==> src/rtl/if_pkg.sv <==
// if_pkg: shared definitions for the instruction-fetch PC generator.
//   - 2-bit saturating branch counter encoding and its update function
//   - helper that turns the fetch step (bytes) into the PC alignment shift
package if_pkg;

  // Counter encoding: MSB set means "predict taken".
  localparam logic [1:0] CTR_SNT = 2'd0;  // strong not-taken
  localparam logic [1:0] CTR_WNT = 2'd1;  // weak not-taken
  localparam logic [1:0] CTR_WT  = 2'd2;  // weak taken
  localparam logic [1:0] CTR_ST  = 2'd3;  // strong taken

  // Fetch step assumed by the default configuration.
  localparam int unsigned DEFAULT_INST_BYTES = 32'd4;

  // Number of always-zero low PC bits for a given fetch step.
  function automatic int unsigned inst_shift(input int unsigned inst_bytes);
    return $clog2(inst_bytes);
  endfunction

  // Alignment shift for the default fetch step.
  localparam int unsigned INST_SHIFT = inst_shift(DEFAULT_INST_BYTES);

  // Saturating counter step: +1 on taken, -1 on not-taken, clamped to 0..3.
  function automatic logic [1:0] ctr_next(input logic [1:0] ctr, input logic taken);
    logic [1:0] nxt;
    case ({taken, ctr})
      {1'b1, CTR_SNT}: nxt = CTR_WNT;
      {1'b1, CTR_WNT}: nxt = CTR_WT;
      {1'b1, CTR_WT }: nxt = CTR_ST;
      {1'b1, CTR_ST }: nxt = CTR_ST;
      {1'b0, CTR_SNT}: nxt = CTR_SNT;
      {1'b0, CTR_WNT}: nxt = CTR_SNT;
      {1'b0, CTR_WT }: nxt = CTR_WNT;
      {1'b0, CTR_ST }: nxt = CTR_WT;
      default:         nxt = ctr;
    endcase
    return nxt;
  endfunction

endpackage

==> src/rtl/if_btb.sv <==
// if_btb: direct-mapped branch target buffer with 2-bit counters.
// Ports:
//   clk, rst                 clock, synchronous active-high reset (clears valid bits)
//   lookup_pc                PC to predict (combinational lookup, pre-update contents)
//   lookup_taken/_target     prediction; target is 0 when not taken
//   upd_valid/_pc/_target/_taken  training port, applied at the rising edge
//                            (upd_target must already be aligned)
module if_btb
  import if_pkg::*;
#(
  parameter int unsigned XLEN    = 32,
  parameter int unsigned ENTRIES = 16,
  parameter int unsigned SHIFT   = 2
) (
  input  logic            clk,
  input  logic            rst,
  input  logic [XLEN-1:0] lookup_pc,
  output logic            lookup_taken,
  output logic [XLEN-1:0] lookup_target,
  input  logic            upd_valid,
  input  logic [XLEN-1:0] upd_pc,
  input  logic [XLEN-1:0] upd_target,
  input  logic            upd_taken
);

  localparam int unsigned IDX   = $clog2(ENTRIES);
  localparam int unsigned TAG_W = XLEN - IDX - SHIFT;

  logic [ENTRIES-1:0] valid_r;
  logic [TAG_W-1:0]   tag_r    [ENTRIES];
  logic [XLEN-1:0]    target_r [ENTRIES];
  logic [1:0]         ctr_r    [ENTRIES];

  logic [IDX-1:0]   lk_idx_s;
  logic [TAG_W-1:0] lk_tag_s;
  logic [IDX-1:0]   up_idx_s;
  logic [TAG_W-1:0] up_tag_s;
  logic             up_hit_s;
  logic             unused_s;

  assign lk_idx_s = lookup_pc[IDX+SHIFT-1:SHIFT];
  assign lk_tag_s = lookup_pc[XLEN-1:IDX+SHIFT];
  assign up_idx_s = upd_pc[IDX+SHIFT-1:SHIFT];
  assign up_tag_s = upd_pc[XLEN-1:IDX+SHIFT];
  assign up_hit_s = valid_r[up_idx_s] && (tag_r[up_idx_s] == up_tag_s);
  // Low alignment bits of the PCs never reach the array.
  assign unused_s = ^{lookup_pc, upd_pc};

  // Lookup: predict taken only on a valid tag match with counter MSB set.
  always_comb begin
    lookup_taken  = 1'b0;
    lookup_target = '0;
    if (valid_r[lk_idx_s] && (tag_r[lk_idx_s] == lk_tag_s) && ctr_r[lk_idx_s][1]) begin
      lookup_taken  = 1'b1;
      lookup_target = target_r[lk_idx_s];
    end else begin
      lookup_taken  = 1'b0;
      lookup_target = '0;
    end
  end

  // Valid bits: all cleared on reset, set when a taken miss allocates.
  always_ff @(posedge clk) begin
    if (rst) begin
      valid_r <= '0;
    end else if (upd_valid && !up_hit_s && upd_taken) begin
      valid_r[up_idx_s] <= 1'b1;
    end else begin
      valid_r <= valid_r;
    end
  end

  // Entry payload: counter/target training on hit, allocation on taken miss.
  always_ff @(posedge clk) begin
    if (!rst && upd_valid) begin
      if (up_hit_s) begin
        ctr_r[up_idx_s] <= ctr_next(ctr_r[up_idx_s], upd_taken);
        if (upd_taken) begin
          target_r[up_idx_s] <= upd_target;
        end
      end else if (upd_taken) begin
        tag_r[up_idx_s]    <= up_tag_s;
        target_r[up_idx_s] <= upd_target;
        ctr_r[up_idx_s]    <= CTR_WT;
      end
    end
  end

endmodule

==> src/rtl/if_pc_gen_btb.sv <==
// if_pc_gen_btb: fetch PC generator with BTB-based taken-branch prediction.
// Ports:
//   clk, rst             clock, synchronous active-high reset
//   stall                hold the PC
//   redirect_valid/_pc   execute-stage redirect (overrides stall)
//   upd_*                BTB training from execute
//   pc_o                 registered fetch PC
//   pred_taken_o/_target_o  combinational prediction for pc_o (target 0 if not taken)
//   fetch_valid_o        registered; low for one cycle after reset or redirect
module if_pc_gen_btb
  import if_pkg::*;
#(
  parameter int unsigned     XLEN        = 32,
  parameter logic [XLEN-1:0] RESET_PC    = 32'h0000_0000,
  parameter int unsigned     BTB_ENTRIES = 16,
  parameter int unsigned     INST_BYTES  = 4
) (
  input  logic            clk,
  input  logic            rst,
  input  logic            stall,
  input  logic            redirect_valid,
  input  logic [XLEN-1:0] redirect_pc,
  input  logic            upd_valid,
  input  logic [XLEN-1:0] upd_pc,
  input  logic [XLEN-1:0] upd_target,
  input  logic            upd_taken,
  output logic [XLEN-1:0] pc_o,
  output logic            pred_taken_o,
  output logic [XLEN-1:0] pred_target_o,
  output logic            fetch_valid_o
);

  localparam int unsigned     SHIFT      = inst_shift(INST_BYTES);
  localparam logic [XLEN-1:0] ALIGN_MASK = ~((XLEN'(1) << SHIFT) - XLEN'(1));

  logic [XLEN-1:0] pc_r;
  logic            fetch_valid_r;
  logic [XLEN-1:0] pc_next_s;
  logic [XLEN-1:0] redirect_aligned_s;
  logic [XLEN-1:0] upd_target_aligned_s;

  assign redirect_aligned_s   = redirect_pc & ALIGN_MASK;
  assign upd_target_aligned_s = upd_target & ALIGN_MASK;

  if_btb #(
    .XLEN    (XLEN),
    .ENTRIES (BTB_ENTRIES),
    .SHIFT   (SHIFT)
  ) u_btb (
    .clk           (clk),
    .rst           (rst),
    .lookup_pc     (pc_r),
    .lookup_taken  (pred_taken_o),
    .lookup_target (pred_target_o),
    .upd_valid     (upd_valid),
    .upd_pc        (upd_pc),
    .upd_target    (upd_target_aligned_s),
    .upd_taken     (upd_taken)
  );

  // Next-PC priority: redirect, stall, prediction, sequential (wraps).
  always_comb begin
    pc_next_s = pc_r + XLEN'(INST_BYTES);
    if (redirect_valid) begin
      pc_next_s = redirect_aligned_s;
    end else if (stall) begin
      pc_next_s = pc_r;
    end else if (pred_taken_o) begin
      pc_next_s = pred_target_o;
    end else begin
      pc_next_s = pc_r + XLEN'(INST_BYTES);
    end
  end

  // PC and fetch-valid registers; valid drops for the cycle after a redirect.
  always_ff @(posedge clk) begin
    if (rst) begin
      pc_r          <= RESET_PC;
      fetch_valid_r <= 1'b0;
    end else begin
      pc_r          <= pc_next_s;
      fetch_valid_r <= !redirect_valid;
    end
  end

  assign pc_o          = pc_r;
  assign fetch_valid_o = fetch_valid_r;

endmodule

==> config.mk <==
export PLATFORM = sky130hd
export DESIGN_NAME = if_pc_gen_btb
export DESIGN_NICKNAME = d
export VERILOG_FILES = /design/src/rtl/if_pkg.sv /design/src/rtl/if_btb.sv /design/src/rtl/if_pc_gen_btb.sv
export SDC_FILE = /design/constraint.sdc
export NUM_CORES = 1
export LEC_CHECK = 0
export ABC_AREA = 1
export BUFFER_PORTS_ARGS = -buffer_cell sky130_fd_sc_hd__buf_2
export CAP_MARGIN = 30
export CELL_PAD_IN_SITES_DETAIL_PLACEMENT = 1
export CELL_PAD_IN_SITES_GLOBAL_PLACEMENT = 2
export CORE_ASPECT_RATIO = 1.25
export CORE_MARGIN = 2
export CORE_UTILIZATION = 37
export DETAILED_ROUTE_END_ITERATION = 10
export GPL_TIMING_DRIVEN = 1
export PLACE_DENSITY = 0.76
export SYNTH_ARGS = -nofsm -noshare
export SYNTH_HDL_FRONTEND = slang
export SYNTH_HIERARCHICAL = 1
export SYNTH_SLANG_ARGS = --single-unit
==> constraint.sdc <==
create_clock -name clk -period 4.4 [get_ports clk]
set_input_delay 0.44 -clock clk [delete_from_list [all_inputs] [get_ports clk]]
set_output_delay 0.44 -clock clk [all_outputs]
set_load 0.01 [all_outputs]
### Yosys cells after proc, flatten, opt, wreduce, memory -nomap -nowiden

Memory sizes are Yosys's and may differ from the RTL's. A register that Yosys moved wholly into a read port is not among the register bits.
Cells that the tools add are included.

* RAM bits: 928
* bits in read-only memories: 16
* register bits: 49
* bits of input ports: 102
* output and inout port bits: 66
* memories kept: 4

Memories
* u_btb.target_r: depth 16, bits a word 30, read ports 1, clocked after Yosys merged registers in 1, write ports 1, RTL line if_btb.sv:31 `logic [XLEN-1:0] target_r [ENTRIES];`
* u_btb.tag_r: depth 16, bits a word 26, read ports 2, clocked after Yosys merged registers in 1, write ports 1, RTL line if_btb.sv:30 `logic [TAG_W-1:0] tag_r [ENTRIES];`
* u_btb.ctr_r: depth 16, bits a word 2, read ports 2, clocked after Yosys merged registers in 1, write ports 1, RTL line if_btb.sv:32 `logic [1:0] ctr_r [ENTRIES];`
* (no name shown): depth 8, bits a word 2, read ports 1, clocked after Yosys merged registers in 0, write ports 0, RTL line if_pkg.sv:26 `case ({taken, ctr})`

* reduce and logical (&&, ||, !) cells: 11
* mux-type cells: 31
* add/subtract/negate cells: 1
* magnitude comparators: 3
* eq/ne operators: 3
* bitwise gates (word level): 3

Operator list (count)
* 32-bit 2-to-1 mux: 4
* 26-bit == test: 2
* 32-bit by 3-bit adder with 32-bit output (second input constant): 1
* 30-bit 2-to-1 mux: 1
* 4-bit 2-to-1 mux: 6
* 16-bit OR: 1
* 1-bit 2-to-1 mux: 14
* 4-bit by 5-bit < comparator with 1-bit output (second input constant): 2
* 1-bit binary-select mux with 4-bit select: 2
* 1-bit logical AND: 7
* 2-bit 2-to-1 mux: 3
* 1-bit demux with 4-bit select: 1
* 4-bit by 1-bit greater-or-equal comparator with 1-bit output (second input constant): 1
* 1-bit zero test: 3
* 2-bit by 1-bit inequality test with 1-bit output (second input constant): 1
* 1-bit OR: 2
* 2-bit OR reduction: 1

### Logic depth before layout (Yosys ltp)

* word-level depth: 10
* mapped depth: 24
* gate-level depth less buffers: 20

### Hierarchy

Netlist, hierarchy kept.

Modules (own cells, without submodules)
* if_btb: seq. area each 29148.0 sq um, cells each 4306, times used 1, area an instance 44482.7 sq um
* if_pc_gen_btb: seq. area each 660.6 sq um, cells each 480, times used 1, area an instance 2670.1 sq um

### Worst setup path after synthesis

Ideal clock, no wire load.

* kind: input to register
* start point: input port upd_pc[3]
* end point: memory u_btb/tag_r[14][0] (netlist bit), enable pin
* data required time: 3991 ps
* arrival time: 3903 ps
* path buffers: 2
* library setup time: 409 ps
* stages: 10
* path slack: 89 ps
* cells stage by stage: buf_4 -> inv_2 -> nor2_2 -> buf_2 -> inv_1 -> nor2_1 -> inv_1 -> nor2_1 -> inv_1 -> nor2_1

* cells in the longest elaborated chain, start to end: 6
* elaborated cells between the ends (all ways): 8
* classes of those cells: eq/ne (1); mux (5); reduce/logical (1); memory (1)

RTL lines
* start: declaration: RTL line if_pc_gen_btb.sv:24 `input logic [XLEN-1:0] upd_pc,`
* memory 16 x 26 bit / 1-bit binary-select mux with 4-bit select (equally long branches)
* 26-bit == test / 1-bit 2-to-1 mux (equally long branches): RTL line if_btb.sv:45 `assign up_hit_s = valid_r[up_idx_s] && (tag_r[up_idx_s] == up_tag_s);`
* 1-bit logical AND: RTL line if_btb.sv:45
* 1-bit 2-to-1 mux: RTL line if_btb.sv:76 `if (up_hit_s) begin`
* 1-bit 2-to-1 mux: RTL line if_btb.sv:75 `if (!rst && upd_valid) begin`
* 1-bit 2-to-1 mux (not written as such): RTL line if_btb.sv:82 `tag_r[up_idx_s] <= up_tag_s;`
* end: declaration: RTL line if_btb.sv:30

Parallel ways exist; a longest one is shown, timed or not. The select of a mux whose other input is x is not followed.

### Worst setup path in the final report

* start point: register pc_r[2], in the netlist pc_o[2]
* end point: output port pred_target_o[13]

* cells in the longest elaborated chain, start to end: 5

RTL lines
* start: declaration: RTL line if_pc_gen_btb.sv:36 `logic [XLEN-1:0] pc_r;`
* start signal: assignment: RTL line if_pc_gen_btb.sv:81 `pc_r <= pc_next_s;`
* 1-bit binary-select mux with 4-bit select: RTL line if_btb.sv:53 `if (valid_r[lk_idx_s] && (tag_r[lk_idx_s] == lk_tag_s) && ctr_r[lk_idx_s][1]) begin`
* 1-bit 2-to-1 mux (not written as such): RTL line if_btb.sv:53
* 1-bit logical AND (2 in a row): RTL line if_btb.sv:53
* 32-bit 2-to-1 mux: RTL line if_btb.sv:53
* end: declaration: RTL line if_pc_gen_btb.sv:29 `output logic [XLEN-1:0] pred_target_o,`

Every way passes these cells. The select of a mux whose other input is x is not followed.

==> impl_metrics.py <==
metrics = {
    "route": {
        "drt-total-wl_um": 173000,
        "dr.first_iter.drc_count": 2710,
        "vias": 37100,
        "viasPerCell": 5.51,
        "wire_per_inst_um": 25.6,
        "ant_nets": 0,
        "drtPass1Iterations": 5,
        "drc": 0,
    },
    "synth": {
        "syn_area_um2": 47200,
        "synth_cell_type_count": 44,
        "avgSynthCellArea_um2": 9.85,
        "yosysTopAreaCellShare_pct": 61.1,
        "synthFlopType": "edfxtp_1",
        "ys_seq_elements": 1009,
        "synthCells": 4786,
        "ys_seq_area_share_pct": 63.2,
        "yosys-top-cells-area": "edfxtp_1 (61%), nand2_1 (12%), a21oi_1 (3.6%)",
        "yosysMostFrequentCell": "nand2_1",
        "ys_async_sr_fraction_pct": 0,
        "synth_warnings": 6,
        "synth_edf_count": 960,
        "synth_top_area_cell": "edfxtp_1",
        "synth_common_cells": "nand2_1 (1,488), edfxtp_1 (960), a21oi_1 (343), nor2_1 (341), inv_1 (305)",
    },
    "clock_tree": {
        "numCtsBuffers": 106,
        "htree_levels": 3,
        "clock_sinks": 1009,
        "root_buffer": "clkbuf_16",
        "path_clk_slew_ns": 0.06,
        "cts_tree": "built",
        "clk-insertion-delay-late_ns": 0.74,
        "clock_path_buffers": 3,
    },
    "worst_setup_path": {
        "arrival_ns": 3.81,
        "end_kind": "output pin",
        "cp_num_buf_inv": 5,
        "crit_path_max_incr_delay_ns": 0.46,
        "path_class": "reg -> out",
        "crit_family": "simple AND/OR/NAND/NOR gates",
        "critical_path.cell_chain": "clkinv_16 -> buf_16 -> buf_12 -> o21ai_0 -> nand3_1 -> nand3_1 -> nand2_1 -> nand2_1 -> nand4_1 -> nor2_1 -> nand3_2 -> buf_6 -> nor3_2 -> buf_2",
        "crit_path_start_kind": "flip-flop",
        "rr_endpoint": "pc_o[2]$_SDFFE_PP0P_",
        "r2r-start": "pc_o[3]$_SDFFE_PP0P_",
        "slowest_stage": "dfxtp_4",
        "cp.required_ns": 3.96,
        "reg2reg_slack_ns": 0.59,
        "worst_r2r_path_depth": 18,
        "critPathMaxFanout": 32,
    },
    "power_and_ir_drop": {
        "peakVddDrop_v": 0.000316,
        "leakage_nw": 20.4,
        "power_density_nw_per_um2": 397,
    },
    "floorplan": {
        "start_util_pct": 37.2,
        "die_h_um": 403,
        "dieArea_um2": 130000,
        "row_count": 146,
        "die_width_um": 323,
        "io-pin-count": 168,
        "core_um2": 127000,
    },
    "status": {
        "status": "complete, no violations",
    },
    "global_route": {
        "grtUsageTotal_pct": 26.1,
        "grt_overflow": 0,
        "grt_max_degree": 175,
        "antenna_found_initial": 16,
        "grt_first_pass_wirelength_um": 250000,
        "grt_pass1_vias": 37600,
    },
    "placement": {
        "place_area_um2": 50700,
        "port_buffers": 161,
        "place_ws_ns": 0.446,
        "hpwl_um": 102000,
        "finalWeightedCongestion": 0.834,
    },
    "timing": {
        "min_period_over_period_pct": 96.7,
        "finalClockSkew_ns": 0.0481,
        "slew_headroom_pct": 35.6,
        "finalHoldViolCount": 0,
        "setup_violations": 0,
        "clock.fmax_mhz": 235,
        "worst_slack_ns": 0.147,
        "tightest_slew_ns": 0.963,
        "period_needed_ns": 4.25,
        "slew_violations": 0,
        "setup_tns_ns": 0,
    },
    "final_layout": {
        "drive_gt1_share_pct": 11.6,
        "areaGrowthSynthToFinish_pct": 15.2,
        "fin_nets": 5045,
        "stdcell_area_um2": 54300,
    },
    "min_path": {
        "min-delay-start": "rst",
        "worstHoldPathCells": 2,
        "hold_path_class": "in -> reg",
        "worstHoldEndpoint": "u_btb/valid_r[1]$_SDFFE_PP0P_",
    },
    "run": {
        "maxCapViolations": 0,
    },
}
repair_timing:
item / in CTS / in global routing
hold buffers: 7 / 0
hold endpoints to repair: 7 / 0
buffers inserted: 0 / 1
resized for setup: 17 / 31
setup endpoints to repair: 31 / 32
cloned: 0 / 2
layout make-up:
| class | instances | area [um^2] |
|---|---|---|
| multi-input combinational | 3188 | 15100 |
| sequential | 1009 | 29800 |
| timing repair buffer | 315 | 2700 |
| inverter | 321 | 1250 |
| tap | 1702 | 2130 |
| clock inverter | 55 | 490 |
| fill | 14100 | 72300 |
| timing repair inverter | 1 | 11.3 |
| clock buffer | 140 | 2800 |
| antenna | 4 | 10.0 |
per-layer routing:
layer  up-vias  wire length [um]  global-route usage, %  part of all wire (%)
li1      16900                 -                      -                     -
met1     18900             70600                   32.2                    41
met2       992             87800                   46.5                    51
met3       255              8780                   3.84                   5.1
met4        22              5280                   8.59                   3.1
met5         -               140                      0                 0.081
worst reg2reg max path, delay by kind of cell, from the launching register on:
family	cells	cell delay, ns
buffers and inverters	4	1.11
flip-flops	1	0.41
XOR/XNOR	1	0.24
AO/OA/AOI/OAI	5	0.77
AND/OR/NAND/NOR	8	1.12
per-stage QoR:
stage	power [mW]	instances	hold slack (ns)	utilization, %
final	21.6	6735	0.0628	42.9
after global routing	22.3	6733	0.0653	42.9
after CTS	21.7	6728	0.0190	42.8
after detailed placement	13.0	6526	0.464	40.0
after global placement	13.0	6525	0.457	40.0
after floorplan	12.1	4817	0.445	-
power breakdown:
group	switching (mW)	internal (mW)	total [mW]
Clock	3.88	4.83	8.71
Combinational	1.57	0.609	2.18
Sequential	0.0828	10.6	10.7
state kept, by name, summed over array words and instances (netlist names), named ones only:
name	count
u_btb/ctr_r	32
fetch_valid_o	1
u_btb/valid_r	16
u_btb/tag_r	416
pc_o	30
u_btb/target_r	512
logic make-up (layout without fill, tap and decap cells):
kind of cell	Yosys count	count (layout)	share of synthesized area, %
and+or+nand+nor	2150	2150	18.3
DFF	1009	1009	63.2
AOI/OAI and AO/OA	994	994	12.6
buffers and inverters	620	832	5.64
xor gates and xnor gates	11	11	0.204
adders and majority gates	1	1	0.0265
other	1	36	0.00795
layout by cell type, fill, tap and decap left out, drive strengths merged, types with 39 or more instances in the layout:
| cell type | count |
|---|---|
| nor2 | 371 |
| o211ai | 134 |
| clkinv | 49 |
| a21oi | 345 |
| a221oi | 117 |
| o21ai | 321 |
| inv | 319 |
| buf | 307 |
| nor3 | 39 |
| edfxtp | 960 |
| nand2 | 1500 |
| clkbuf | 141 |
| nand3 | 221 |
| dfxtp | 49 |
worst max-delay path by stage:
stage | slack (ns) | start | to | cells after the start
final | 0.15 | pc_o[2]$_SDFFE_PP0P_ | pred_target_o[13] | 14
after global routing | -0.02 | pc_o[2]$_SDFFE_PP0P_ | pred_target_o[31] | 18
after CTS | 0.006 | pc_o[2]$_SDFFE_PP0P_ | pred_target_o[27] | 15
after detailed placement | 0.45 | upd_pc[4] | u_btb/tag_r[14][11]$_DFFE_PP_ | 17
after global placement | 0.50 | upd_pc[4] | u_btb/tag_r[15][18]$_DFFE_PP_ | 18
after floorplan | 0.09 | upd_pc[3] | u_btb/tag_r[14][0]$_DFFE_PP_ | 10
Power figures use the tool's default switching activity.
